<file path="config.mk">
export PLATFORM = sky130hd
export DESIGN_NAME = command_queue
export DESIGN_NICKNAME = d
export VERILOG_FILES = /design/src/rtl/command_queue.sv
export SDC_FILE = /design/constraint.sdc
export NUM_CORES = 1
export LEC_CHECK = 0
export CORE_AREA = 2 2 101 103
export CTS_CLUSTER_SIZE = 30
export DETAILED_ROUTE_END_ITERATION = 6
export DIE_AREA = 0 0 103 105
export PLACE_DENSITY = 0.72
export RECOVER_POWER = 25
export SLEW_MARGIN = 20
export SYNTH_ARGS = -nofsm -noshare
export SYNTH_HDL_FRONTEND = slang
export SYNTH_SLANG_ARGS = --single-unit
export TNS_END_PERCENT = 10
</file>
<file path="constraint.sdc">
create_clock -name clk -period 2.6 [get_ports clk]
set_input_delay 0.26 -clock clk [delete_from_list [all_inputs] [get_ports clk]]
set_output_delay 0.26 -clock clk [all_outputs]
set_load 0.1 [all_outputs]
</file>
<file path="src/rtl/command_queue.sv">
// Command FIFO feeding the atomic ALU controller: one command per syscall strobe,
// with a 2-cycle issue spacing for normal opcodes and 3 cycles after a CAS.
module command_queue #(
    parameter int         DEPTH  = 8,
    parameter int         CMD_W  = 12,
    parameter logic [2:0] CAS_OP = 3'b111
) (
    input  logic                   clk,
    input  logic                   rst,
    input  logic [CMD_W-1:0]       cmd_in,
    input  logic                   cmd_valid,
    output logic                   cmd_ready,
    input  logic                   hold,
    output logic [CMD_W-1:0]       command,
    output logic                   syscall,
    output logic [$clog2(DEPTH):0] count,
    output logic                   empty,
    output logic                   full,
    output logic                   idle
);

    localparam int PTR_W = $clog2(DEPTH);
    localparam int CNT_W = PTR_W + 1;

    typedef enum logic [1:0] {
        S_IDLE     = 2'd0,
        S_ISSUE    = 2'd1,
        S_GAP      = 2'd2,
        S_CAS_WAIT = 2'd3
    } state_t;

    state_t             state_q, state_d;
    logic [PTR_W-1:0]   wr_ptr_q, wr_ptr_d;
    logic [PTR_W-1:0]   rd_ptr_q, rd_ptr_d;
    logic [CNT_W-1:0]   count_q, count_d;
    logic [CMD_W-1:0]   command_q, command_d;
    logic               syscall_q, syscall_d;
    logic [CMD_W-1:0]   mem_q [DEPTH];

    logic push, pop, can_issue;

    assign cmd_ready = (count_q != CNT_W'(DEPTH));
    assign empty     = (count_q == '0);
    assign full      = (count_q == CNT_W'(DEPTH));
    assign idle      = (state_q == S_IDLE) && empty;
    assign count     = count_q;
    assign command   = command_q;
    assign syscall   = syscall_q;

    assign push      = cmd_valid && cmd_ready;
    assign can_issue = !empty && !hold;

    always_comb begin
        state_d   = state_q;
        pop       = 1'b0;
        case (state_q)
            S_IDLE: begin
                if (can_issue) begin
                    state_d = S_ISSUE;
                    pop     = 1'b1;
                end
            end
            S_ISSUE: state_d = S_GAP;
            S_GAP: begin
                // The opcode of the command just issued decides the extra wait cycle.
                if (command_q[CMD_W-1 -: 3] == CAS_OP) begin
                    state_d = S_CAS_WAIT;
                end else if (can_issue) begin
                    state_d = S_ISSUE;
                    pop     = 1'b1;
                end else begin
                    state_d = S_IDLE;
                end
            end
            S_CAS_WAIT: begin
                if (can_issue) begin
                    state_d = S_ISSUE;
                    pop     = 1'b1;
                end else begin
                    state_d = S_IDLE;
                end
            end
            default: state_d = S_IDLE;
        endcase
    end

    always_comb begin
        command_d = command_q;
        syscall_d = pop;
        wr_ptr_d  = wr_ptr_q;
        rd_ptr_d  = rd_ptr_q;
        count_d   = count_q;
        if (pop) begin
            command_d = mem_q[rd_ptr_q];
            rd_ptr_d  = rd_ptr_q + PTR_W'(1);
        end
        if (push) begin
            wr_ptr_d = wr_ptr_q + PTR_W'(1);
        end
        case ({push, pop})
            2'b10:   count_d = count_q + CNT_W'(1);
            2'b01:   count_d = count_q - CNT_W'(1);
            default: count_d = count_q;
        endcase
    end

    always_ff @(posedge clk) begin
        if (rst) begin
            state_q   <= S_IDLE;
            wr_ptr_q  <= '0;
            rd_ptr_q  <= '0;
            count_q   <= '0;
            command_q <= '0;
            syscall_q <= 1'b0;
        end else begin
            state_q   <= state_d;
            wr_ptr_q  <= wr_ptr_d;
            rd_ptr_q  <= rd_ptr_d;
            count_q   <= count_d;
            command_q <= command_d;
            syscall_q <= syscall_d;
        end
    end

    // Storage has no reset; contents are only read after being written.
    always_ff @(posedge clk) begin
        if (!rst && push) begin
            mem_q[wr_ptr_q] <= cmd_in;
        end
    end

endmodule

</file>
-- Word-level counts from Yosys, hierarchy flattened
Memory sizes are Yosys's and may differ from the RTL's. A register that Yosys moved wholly into a read port is not among the register bits.
Cells that the tools add are included.
- flip-flop bits (word level): 13
- latch bits: 0
- RAM bits: 96
- bits in read-only memories: 0
- bits of input ports: 16
- memories: 1
- $add $sub $neg: 4
- $mul: 0
- divide/modulo/power cells: 0
- order comparisons: 0
- equality and inequality tests: 9
- shifts and indexed selects: 0
- muxes and demuxes: 10
- bitwise logic cells: 0
- reduce and logical (&&, ||, !) cells: 11
- memories (memory ; depth ; width ; read ports ; clocked after Yosys merged registers in ; write ports ; RTL line ; text):
    mem_q ; 8 ; 12 ; 1 ; 1 ; 1 ; 38 ; logic [CMD_W-1:0] mem_q [DEPTH];
- operators with widths (cell ; count):
    $pmux 2 s4 ; 1
    $pmux 4 s2 ; 1
    $add 3x1->3 const B ; 2
    $eq 2x2->1 const B ; 3
    $mux 1 ; 5
    $add 4x1->4 const B ; 1
    $eq 2x1->1 const B ; 2
    $eq 4x4->1 const B ; 1
    $logic_and 1x1->1 ; 4
    $logic_not 4->1 ; 1
    $mux 2 ; 2
    $ne 4x4->1 const B ; 1
    $sub 4x1->4 const B ; 1
    $eq 3x3->1 const B ; 1
    $logic_not 1->1 ; 3
    $logic_not 2->1 ; 1
    $ne 2x2->1 const B ; 1
    $pmux 1 s2 ; 1
    $reduce_bool 2->1 ; 1
    $reduce_or 2->1 ; 1

-- Logic depth before layout (Yosys ltp)
- depth after elaboration: 8
- gate-level depth with buffers: 13
- mapped depth without buffers: 12

-- Least setup slack after synthesis
Ideal clock, no wire load.
- path kind: register to register
- start: reg count_q[3], in the netlist count[3]
- end: reg count_q[3], in the netlist count[3]
- library setup time: 0.071 ns
- data arrival time: 3.885 ns
- setup slack: -1.356 ns
- stages on the path, launching flop included: 11
- buffers on the path: 1
- clock period less this slack: 3.956 ns
- cell sequence: dfxtp_1 > nor4_4 > or2_4 > nor2_2 > buf_6 > ha_1 > ha_1 > nand3_1 > and3_1 > or4_1 > a21oi_1
- cells in the longest elaborated chain, start to end: 8
- elaborated cells between the ends (all ways): 14
- classes of those cells: 2 x add/sub; 3 x eq/ne; 4 x mux; 5 x reduce/logical
- RTL lines (what ; RTL line ; text):
    start: declaration ; 35 ; logic [CNT_W-1:0] count_q, count_d;
    start signal: assignment ; 119 ; count_q <= count_d;
    $logic_not 4->1 (*) ; 43 ; assign empty = (count_q == '0);
    named net empty ; 17 ; output logic empty,
    $logic_not 1->1 (*) ; 51 ; assign can_issue = !empty && !hold;
    $logic_and 1x1->1 (*) ; 51 ;
    $mux 1 (*) ; 58, 68, 76 ;
    $mux 1 ; 66 ; if (command_q[CMD_W-1 -: 3] == CAS_OP) begin
    $pmux 1 s2 (*) ; 56 ; case (state_q)
    named net pop ; 40 ; logic push, pop, can_issue;
    $eq 2x1->1 or $eq 2x2->1 (tied branches) ; 100 ; case ({push, pop})
    $pmux 4 s2 or $reduce_bool 2->1 (tied branches) ; -- ;
The timed path passes the listed nets; every way through them passes the cells marked *.
A chain may end at the register's enable or synchronous reset.

-- Worst setup path after layout
- start: reg state_q[0]
- end: reg count_q[3], in the netlist count[3]
- cells in the longest elaborated chain, start to end: 5
- elaborated cells between the ends (all ways): 9
- classes of those cells: 4 x eq/ne; 2 x mux; 3 x reduce/logical
- RTL lines (what ; RTL line ; text):
    start: declaration ; 32 ; state_t state_q, state_d;
    start signal: assignment ; 116 ; state_q <= state_d;
    $eq 2x2->1 or $logic_not 2->1 (tied branches) ; 56 ;
    $reduce_or 2->1 (no line) ; -- ;
    $pmux 1 s2 (*) ; 56 ;
    $eq 2x1->1 or $eq 2x2->1 (tied branches) ; 100 ;
    $pmux 4 s2 or $reduce_bool 2->1 (tied branches) ; -- ;
Every way passes the cells marked *; elsewhere a longest branch is shown, timed or not.

==> results.sh <==
export IMPL_synth_fp_nets=311
export IMPL_globalRoute_totalOverflow=0
export IMPL_final_max_slew_viol_count=0
export IMPL_detailedRoute_firstIterationViolations=193
export IMPL_yosys_most_used_dff="sky130_fd_sc_hd__edfxtp_1"
export IMPL_critical_path_class="flop to flop"
export IMPL_hp_class="primary input to flop"
export IMPL_final_min_clock_period_ps=2490
export IMPL_postSynthRegisterBits=121
export IMPL_postSynthAreaPerCell_um2=17.4
export IMPL_post_synth_instance_area_um2=4940
export IMPL_final_setup_skew_ps=15.0
export IMPL_normalized_max_slew_margin_pct=43.6
export IMPL_number_of_buffers_inserted_for_hold_repair_after_clock_tree_synthesis=0
export IMPL_power_share_clock_pct=31.2
export IMPL_detailed_place_area_um2=5520
export IMPL_largest_net_degree_at_the_start_of_global_routing=27
export IMPL_cts_max_level=4
export IMPL_grt_pass1_wl_um=14700
export IMPL_yosysSeqAreaShare_pct=68.5
export IMPL_unique_cell_type_count_in_the_yosys_netlist=41
export IMPL_detailedPlacementHpwl_um=5510
export IMPL_instances_no_fill=486
export IMPL_critical_path_peak_fanout=5
export IMPL_grt_busiest_layer="met2"
export IMPL_diodes=0
export IMPL_peak_supply_drop_mv=0.846
export IMPL_clkLatencyLatePin_ps=510
export IMPL_max_freq_mhz=402
export IMPL_worstSetupEndpointType="flop"
export IMPL_via_count_of_the_first_global_routing_pass=2761
export IMPL_use_met2_pct=29.0
export IMPL_use_met3_pct=5.48
export IMPL_die_h_um=105
export IMPL_die_area_um2=10800
export IMPL_tritoncts_num_buffers=17
export IMPL_finalWeightedCongestion=0.789
export IMPL_p_int_w=0.00436
export IMPL_routedWlPerCell_um=19.6
export IMPL_power_frac_seq_pct=34.4
export IMPL_worstSetupStartpointType="flop"
export IMPL_yosys_warnings=0
export IMPL_route_vias_total=2705
export IMPL_critical_path_cell_chain="inv_2 -> ha_4 -> nand4_1 -> nand3b_1 -> nor2_2 -> ha_4 -> ha_4 -> nand3_2 -> and3_4 -> or4_4 -> a21oi_2"
export IMPL_netSwitchingFraction_pct=38.6
export IMPL_core_rowCount=36
export IMPL_longest_clk_path_bufs=2
export IMPL_timing_max_cap_violations=0
export IMPL_pwr_density_cell_nw_per_um2=1150
export IMPL_core_region_area_um2=9640
export IMPL_antenna_left=0
export IMPL_floorplan_initialDensity_pct=51.3
export IMPL_p_comb_share_pct=34.5
export IMPL_filler_cell_count=702
export IMPL_vias_per_cell=5.57
export IMPL_path_common_cell="sky130_fd_sc_hd__ha_4"
export IMPL_cts_tree="built"
export IMPL_tritoncts_num_sinks=121
export IMPL_worst_endpoint_required_ps=3030
export IMPL_max_stage_delay_ps=470
export IMPL_number_of_synthesized_flops_with_an_enable_pin=96
export IMPL_p_sw_w=0.00275
export IMPL_totalWireLength_um=9530
export IMPL_postSynthCellCount=284
export IMPL_globalRouteMet1Util_pct=25.8
export IMPL_syn2layout_area_growth_pct=24.9
export IMPL_finalCritPeriodShare_pct=95.8
export IMPL_setup_violations_final=0
export IMPL_track_usage_pct=18.9
export IMPL_die_w_um=103
export IMPL_worst_pin_slew_ps=845
export IMPL_grt_setup_unrepaired="false"
export IMPL_route_detailed_drc=0
export IMPL_drt_pass1_iter_count=4
export IMPL_layout_nets=367
export IMPL_grt_antenna_before_repair=0
export IMPL_clock_pin_slew_of_the_registers_on_the_worst_case_setup_and_hold_paths_ps=60
export IMPL_leakage_nw=2.03
export IMPL_layout_cell_area_non_filler_um2=6170
export IMPL_final_layout_size_suffix_gt1_share_pct=37.7
export IMPL_buffer_cell_driving_the_clock_tree_root="sky130_fd_sc_hd__clkbuf_8"
export IMPL_crit_arrival_ps=2920
export IMPL_async_reset_ff_share_pct=0
export IMPL_port_buffer_count=36
export IMPL_report_final_hold_viol_count=0
export IMPL_whs_ps=502
export IMPL_placed_cells=451
export IMPL_pin_count=37
export IMPL_outcome="finished clean"
export IMPL_crit_slowest_cell="sky130_fd_sc_hd__or4_4"
registers in the layout, summed over array words and instances, names as in the netlist:
name / flops
rd_ptr_q: 3
command: 12
mem_q: 96
count: 4
syscall: 1
wr_ptr_q: 3
state_q: 2
cell type report:
| class | instances | area (um^2) | share of cell area, % |
|---|---|---|---|
| Multi-Input combinational cell | 139 | 1530 | 24.8 |
| Timing Repair Buffer | 54 | 480 | 7.78 |
| Clock buffer | 17 | 414 | 6.71 |
| Sequential cell | 121 | 3400 | 55.1 |
| Clock inverter | 15 | 153 | 2.47 |
| Inverter | 7 | 26.3 | 0.426 |
| Tap cell | 133 | 166 | 2.70 |
power by group through the flow:
stage / sequential, W / clock [W] / combinational [W]
after floorplan: 0.00313 / 0 / 0.00123
after global placement: 0.00246 / 0 / 0.00235
after detailed placement: 0.00248 / 0 / 0.00238
after CTS: 0.00243 / 0.00226 / 0.00239
after global routing: 0.00247 / 0.00234 / 0.00260
final: 0.00244 / 0.00222 / 0.00245
worst max-delay path: cells and delay by family, from the launching register on:
kind	cells	cell delay (ps)
buffers and inverters	1	60
and+or+nand+nor	6	1110
AOI/OAI and AO/OA	1	140
DFF	1	370
adders and majority gates	3	730
cell usage in the layout, fill, tap and decap left out, types with 6 or more instances in the layout:
| cell type | netlist | final |
|---|---|---|
| sky130_fd_sc_hd__clkbuf_16 | 0 | 16 |
| sky130_fd_sc_hd__ha_1 | 10 | 6 |
| sky130_fd_sc_hd__mux2i_1 | 12 | 12 |
| sky130_fd_sc_hd__dfxtp_1 | 25 | 18 |
| sky130_fd_sc_hd__a21oi_1 | 21 | 19 |
| sky130_fd_sc_hd__nor2_1 | 15 | 15 |
| sky130_fd_sc_hd__a211oi_2 | 9 | 9 |
| sky130_fd_sc_hd__dlygate4sd3_1 | 0 | 9 |
| sky130_fd_sc_hd__clkdlybuf4s50_1 | 0 | 6 |
| sky130_fd_sc_hd__buf_4 | 0 | 36 |
| sky130_fd_sc_hd__edfxtp_1 | 96 | 96 |
| sky130_fd_sc_hd__mux4_2 | 24 | 24 |
| sky130_fd_sc_hd__inv_6 | 0 | 7 |
cell usage after synthesis, types with 2 or more instances:
library cell	count	area share [%]
sky130_fd_sc_hd__edfxtp_1	96	58
sky130_fd_sc_hd__dfxtp_1	25	10
sky130_fd_sc_hd__mux4_2	24	11
sky130_fd_sc_hd__a21oi_1	21	2.1
sky130_fd_sc_hd__nor2_1	15	1.1
sky130_fd_sc_hd__mux2i_1	12	2.4
sky130_fd_sc_hd__ha_1	10	2.5
sky130_fd_sc_hd__a211oi_2	9	2.3
sky130_fd_sc_hd__inv_1	7	0.53
sky130_fd_sc_hd__buf_2	6	0.61
sky130_fd_sc_hd__nand3_1	6	0.61
sky130_fd_sc_hd__clkbuf_1	5	0.38
sky130_fd_sc_hd__buf_6	4	0.91
sky130_fd_sc_hd__nor3_1	4	0.41
sky130_fd_sc_hd__xor2_1	4	0.71
sky130_fd_sc_hd__a211oi_1	3	0.46
sky130_fd_sc_hd__nand2_1	3	0.23
sky130_fd_sc_hd__o21ai_0	3	0.30
sky130_fd_sc_hd__a311oi_1	2	0.35
sky130_fd_sc_hd__nand3b_1	2	0.30
sky130_fd_sc_hd__nand4_1	2	0.25
sky130_fd_sc_hd__nor4_1	2	0.25
metal layers:
metal  up-vias  share of wire [%]
li1       1240                  -
met1      1356                 43
met2        99                 50
met3        10                6.4
met4         0                1.4
met5         -                  0
repair_timing:
action	4_1_cts	5_1_grt
endpoints found under the setup margin	0	1
resized for setup	0	15
setup buffers	0	3
worst paths after layout:
kind | from | end | slack, ps | cells after the start
max | state_q[0] | count[3] | 110 | 11
min | cmd_in[6] | mem_q[5][6] | 500 | 1
max reg2reg | state_q[0] | count[3] | 110 | 11
min reg2reg | count[3] | count[3] | 530 | 2
through the flow:
stage               setup TNS, ps  utilization, %  setup WS (ps)  power [W]
finish                          0            64.1            110    0.00711
global route                    0            64.1           7.99    0.00742
CTS                             0            63.2           69.8    0.00708
detailed placement              0            57.3           88.8    0.00485
global placement                0            57.3            155    0.00481
floorplan                   -4940               -           -862    0.00436
cells by family (layout without fill, tap and decap cells):
kind of cell	Yosys count	after routing	synth area share, %
adder cells (fa/ha/maj)	11	11	2.94
flip-flops	121	121	68.5
multiplexers	37	37	13.6
buffers and inverters	24	93	2.81
AO/OA/AOI/OAI	40	40	5.82
XOR/XNOR	4	4	0.709
AND/OR/NAND/NOR	47	47	5.67
Note: power is estimated with default switching activity, not from simulation.
